**config.mk**
```make
export PLATFORM = sky130hd
export DESIGN_NAME = bus_arbiter
export DESIGN_NICKNAME = d
export VERILOG_FILES = /design/src/rtl/bus_arbiter.sv
export SDC_FILE = /design/constraint.sdc
export NUM_CORES = 1
export LEC_CHECK = 0
export ABC_AREA = 1
export CAP_MARGIN = 30
export CORE_ASPECT_RATIO = 1.4
export CORE_UTILIZATION = 45
export DETAILED_ROUTE_END_ITERATION = 12
export GPL_ROUTABILITY_DRIVEN = 0
export PLACE_DENSITY = 0.82
export SLEW_MARGIN = 30
export SYNTH_ARGS = -nofsm -noshare
export SYNTH_HDL_FRONTEND = slang
export SYNTH_SLANG_ARGS = --single-unit
```
**constraint.sdc**
```tcl
create_clock -name clk -period 2.75 [get_ports clk]
set_input_delay 0.825 -clock clk [delete_from_list [all_inputs] [get_ports clk]]
set_output_delay 0.825 -clock clk [all_outputs]
set_load 0.01 [all_outputs]
```
**src/rtl/bus_arbiter.sv**
```systemverilog
// Arbitrates the pipeline's data and instruction-fetch ports onto one shared memory bus.
// Data has fixed priority; each access completes on bus_ack_i or is abandoned after TIMEOUT cycles.
module bus_arbiter #(
   parameter int unsigned TIMEOUT = 15
) (
   input  logic        clk,
   input  logic        rst,
   input  logic        if_ce_i,
   input  logic [31:0] if_addr_i,
   output logic [31:0] if_data_o,
   input  logic        d_ce_i,
   input  logic        d_we_i,
   input  logic [3:0]  d_sel_i,
   input  logic [31:0] d_addr_i,
   input  logic [31:0] d_wdata_i,
   output logic [31:0] d_rdata_o,
   output logic        stallreq_o,
   output logic        bus_req_o,
   output logic        bus_we_o,
   output logic [3:0]  bus_sel_o,
   output logic [31:0] bus_addr_o,
   output logic [31:0] bus_wdata_o,
   input  logic [31:0] bus_rdata_i,
   input  logic        bus_ack_i,
   output logic        bus_err_o
);

   typedef enum logic [1:0] {IDLE, BUSY_D, BUSY_I} state_t;

   localparam logic [7:0] LAST_CNT = 8'(TIMEOUT - 1);

   state_t      state_q, state_d;
   logic        d_done_q, d_done_d;
   logic        i_done_q, i_done_d;
   logic [7:0]  cnt_q, cnt_d;
   logic        bus_req_q, bus_req_d;
   logic        bus_we_q, bus_we_d;
   logic [3:0]  bus_sel_q, bus_sel_d;
   logic [31:0] bus_addr_q, bus_addr_d;
   logic [31:0] bus_wdata_q, bus_wdata_d;
   logic [31:0] if_data_q, if_data_d;
   logic [31:0] d_rdata_q, d_rdata_d;
   logic        bus_err_q, bus_err_d;
   logic        stall;

   assign stall = (d_ce_i & ~d_done_q) | (if_ce_i & ~i_done_q);

   always_comb begin
      state_d     = state_q;
      d_done_d    = d_done_q;
      i_done_d    = i_done_q;
      cnt_d       = cnt_q;
      bus_req_d   = bus_req_q;
      bus_we_d    = bus_we_q;
      bus_sel_d   = bus_sel_q;
      bus_addr_d  = bus_addr_q;
      bus_wdata_d = bus_wdata_q;
      if_data_d   = if_data_q;
      d_rdata_d   = d_rdata_q;
      bus_err_d   = 1'b0;

      // Pipeline advancing starts a fresh request set; a completion below still wins.
      if (!stall) begin
         d_done_d = 1'b0;
         i_done_d = 1'b0;
      end

      case (state_q)
         IDLE: begin
            if (d_ce_i && !d_done_q) begin
               bus_we_d    = d_we_i;
               bus_sel_d   = d_sel_i;
               bus_addr_d  = d_addr_i;
               bus_wdata_d = d_wdata_i;
               bus_req_d   = 1'b1;
               cnt_d       = 8'd0;
               state_d     = BUSY_D;
            end else if (if_ce_i && !i_done_q) begin
               bus_we_d    = 1'b0;
               bus_sel_d   = 4'b1111;
               bus_addr_d  = if_addr_i;
               bus_req_d   = 1'b1;
               cnt_d       = 8'd0;
               state_d     = BUSY_I;
            end
         end
         BUSY_D, BUSY_I: begin
            if (bus_ack_i) begin
               if (state_q == BUSY_D) begin
                  d_done_d = 1'b1;
                  if (!bus_we_q) d_rdata_d = bus_rdata_i;
               end else begin
                  i_done_d  = 1'b1;
                  if_data_d = bus_rdata_i;
               end
               bus_req_d = 1'b0;
               cnt_d     = 8'd0;
               state_d   = IDLE;
            end else if (cnt_q == LAST_CNT) begin
               // Abandoned access: report it and hand the consumer a zero word.
               if (state_q == BUSY_D) begin
                  d_done_d  = 1'b1;
                  d_rdata_d = 32'd0;
               end else begin
                  i_done_d  = 1'b1;
                  if_data_d = 32'd0;
               end
               bus_err_d = 1'b1;
               bus_req_d = 1'b0;
               cnt_d     = 8'd0;
               state_d   = IDLE;
            end else begin
               cnt_d = cnt_q + 8'd1;
            end
         end
         default: state_d = IDLE;
      endcase
   end

   always_ff @(posedge clk) begin
      if (rst) begin
         state_q     <= IDLE;
         d_done_q    <= 1'b0;
         i_done_q    <= 1'b0;
         cnt_q       <= 8'd0;
         bus_req_q   <= 1'b0;
         bus_we_q    <= 1'b0;
         bus_sel_q   <= 4'd0;
         bus_addr_q  <= 32'd0;
         bus_wdata_q <= 32'd0;
         if_data_q   <= 32'd0;
         d_rdata_q   <= 32'd0;
         bus_err_q   <= 1'b0;
      end else begin
         state_q     <= state_d;
         d_done_q    <= d_done_d;
         i_done_q    <= i_done_d;
         cnt_q       <= cnt_d;
         bus_req_q   <= bus_req_d;
         bus_we_q    <= bus_we_d;
         bus_sel_q   <= bus_sel_d;
         bus_addr_q  <= bus_addr_d;
         bus_wdata_q <= bus_wdata_d;
         if_data_q   <= if_data_d;
         d_rdata_q   <= d_rdata_d;
         bus_err_q   <= bus_err_d;
      end
   end

   assign stallreq_o  = stall;
   assign bus_req_o   = bus_req_q;
   assign bus_we_o    = bus_we_q;
   assign bus_sel_o   = bus_sel_q;
   assign bus_addr_o  = bus_addr_q;
   assign bus_wdata_o = bus_wdata_q;
   assign if_data_o   = if_data_q;
   assign d_rdata_o   = d_rdata_q;
   assign bus_err_o   = bus_err_q;

endmodule
```
==> metrics.md <==
| Metric | Value |
|---|---|
| Fin. Hold Viols | 0 |
| CTS tree | done |
| Core area | 12,940 µm² |
| Grt ovf | 0 |
| Largest net degree at the start of global routing | 69 |
| CP endpoint kind | primary output |
| Layout area overhead | 57.67% |
| Fin Clk Skew | 0.01015 ns |
| Fmax | 387.5 MHz |
| Clk root buf | clkbuf_16 |
| Die Ht | 138.8 µm |
| Pint | 4641 µW |
| Area of the die | 13,830 µm² |
| Vias per cell | 4.712 |
| Static leakage | 0.004145 µW |
| Count of unique library cells instantiated by Yosys | 26 |
| Die Width | 99.69 µm |
| Commonest non-fill, non-tap cell in the layout | clkdlybuf4s50_1 |
| Initial DRT Pass Iterations | 4 |
| Hold wc startpoint | d_rdata_o[15] |
| Total CTS buffers | 17 |
| Row Count | 49 |
| Cell Chain, Critical Path | clkdlybuf4s50_1 > nand2_1 > nand2_1 > dlygate4sd2_1 |
| Antenna viol nets, final | 0 |
| Worst setup SP type | input pin |
| Synth Cell Area | 6012 µm² |
| Layout cells sized above 1 | 0.04960 |
| Switch share | 0.3043 |
| CP arrival | 1.76 ns |
| Sum of negative setup slack | 0 ns |
| Reg clk slew, reported paths | 0.06 ns |
| Syn Area/Cell | 6.991 µm² |
| Initial Util | 0.4647 |
| Final setup violation count | 0 |
| Worst reg2reg path startpoint | state_q[0] |
| Synthesized Nets | 1,003 |
| Post-route setup slack | 0.1692 ns |
| Post-synthesis sequential area ratio | 0.4895 |
| Logic pwr share | 0.274 |
| Commonest non-fill, non-tap cells in the layout | 271 x clkdlybuf4s50_1, 256 x nand2_1, 150 x nor2_1, 147 x dfxtp_1, 78 x inv_1 |
| Nets@finish | 1,259 |
| Tcrit/Tclk final | 0.9385 |
| # DRC | 0 |
| Vias in the first global route | 6,058 |
| Hold_buf cts | 0 |
| First-pass GRT wire length | 28.84 mm |
| Peak VDD IR | 0.4437 mV |
| GRT Resource Usage Total | 0.2613 |
| Post-Place Worst Slack | -0.1127 ns |
| Post-layout min period | 2.581 ns |
| # clock sinks | 147 |
| Max H-tree Level | 4 |
| Initial antenna violation count | 0 |
| #FFs+latches synth | 147 |
| Hpwl dp | 12.11 mm |
| Antenna diodes | 0 |
| Tightest Pin Transition | 0.5048 ns |
| Worst-Skew Late Latency | 0.41 ns |
| Longest Clk Path Bufs | 2 |
| Routed vias | 6,158 |
| Relative slew slack | 0.6628 |
| Max_cap viols | 0 |
| RSZ-0062 raised after global routing | false |
| Max incr delay on CP | 0.46 ns |
| Hold Path Class | reg -> reg |
| Switch Pwr | 2030 µW |
| Worst Path Required | 1.93 ns |
| Sequential power share | 0.385 |
| Synthesized instance count | 860 |
| Ports | 274 |
| Pwr/cell area | 703.7 nW/µm² |
| Power Total | 6671 µW |
| Initial DRC Count | 173 |
| IO buf count | 273 |
| Clk pwr share | 0.341 |
| Yosys warnings | 0 |
| Crit path top cell by count | nand2_1 |
| Run status | finished, final reports clean |
| Worst setup startpoint | if_ce_i |
| Fin. max-slew vios | 0 |
| Routed wire per std cell | 13.34 µm |
| CP max FO | 2 |
| Final wirelength | 17.43 mm |
| Kind of critical path | in -> out |
| Crit path max-delay cell type | clkdlybuf4s50_1 |
## metal layers
layer | wire length, µm | global-route usage | vias up
met4 | 429 | 0.09752 | 0
met3 | 1305 | 0.08871 | 29
li1 | - | - | 3190
met5 | 0 | 0 | -
met2 | 8802 | 0.4592 | 199
met1 | 6891 | 0.2871 | 2740
## critical path: cells and delay by family
family / cells / cell delay, ns
buffers and inverters: 2 / 0.76
AND/OR/NAND/NOR: 2 / 0.17
## state kept, by name, indices dropped and copies added, names as in the netlist
name         cells
i_done_q         1
d_rdata_o       32
bus_sel_o        4
bus_wdata_o     32
bus_we_o         1
state_q          2
cnt_q            8
if_data_o       32
bus_addr_o      32
bus_req_o        1
d_done_q         1
bus_err_o        1
## per-stage QoR
step,cell area [µm²],utilization,hold WS [ns],cells
floorplan,6012,-,0.4453,860
global placement,8897,0.6878,0.4478,1275
detailed placement,8897,0.6878,0.4512,1275
CTS,9479,0.7328,0.4610,1307
global route,9479,0.7328,0.4762,1307
finish,9479,0.7328,0.4589,1307
## power groups by stage
stage / Combinational (µW) / Sequential, µW / Clock [µW]
floorplan: 736 / 2740 / 0
global placement: 1810 / 2600 / 0
detailed placement: 1830 / 2610 / 0
CTS: 1840 / 2570 / 2330
global route: 2020 / 2600 / 2410
finish: 1830 / 2570 / 2280
## cells by family after synthesis
kind of cell | after synthesis | synth area share
and+or+nand+nor | 424 | 0.2737
AOI/OAI and AO/OA | 149 | 0.1347
DFF | 147 | 0.4895
buffers and inverters | 134 | 0.09032
adders and majority gates | 5 | 0.01041
xor gates and xnor gates | 1 | 0.001457
## Yosys cell counts (all sizes together)
| cell type | number | area share |
|---|---|---|
| nand4 | 4 | 0.0042 |
| a21o | 2 | 0.0025 |
| a21oi | 41 | 0.034 |
| a31oi | 32 | 0.033 |
| o21ai | 71 | 0.059 |
| dfxtp | 147 | 0.49 |
| o21bai | 3 | 0.0056 |
| clkinv | 2 | 0.0012 |
| buf | 18 | 0.018 |
| xor2 | 1 | 0.0015 |
| nand3 | 11 | 0.012 |
| ha | 5 | 0.010 |
| nor4 | 1 | 0.0010 |
| nand2 | 257 | 0.16 |
| clkbuf | 34 | 0.021 |
| nor2 | 151 | 0.095 |
| inv | 80 | 0.050 |
## layout make-up
class | instances | area (µm²)
Clock inverter | 14 | 143.9
Multi-Input combinational cell | 579 | 2526
Sequential cell | 147 | 2943
Fill cell | 1059 | 3457
Timing Repair Buffer | 289 | 2897
Clock buffer | 18 | 439.2
Inverter | 82 | 307.8
Tap cell | 178 | 222.7
## worst paths after layout
check,depth (start not counted),to,slack (ns)
setup / recovery,4,stallreq_o,0.17
hold / removal,2,d_rdata_o[15],0.46
setup reg to reg,7,cnt_q[1],0.95
hold reg to reg,2,d_rdata_o[15],0.46
## repair_timing
| item | CTS | global route |
|---|---|---|
| buffers inserted | 0 | 0 |
| endpoints found under the hold margin | 0 | 0 |
| gates resized for setup | 1 | 0 |
| setup endpoints to repair | 1 | 0 |
Note: power is estimated with default switching activity, not from simulation.
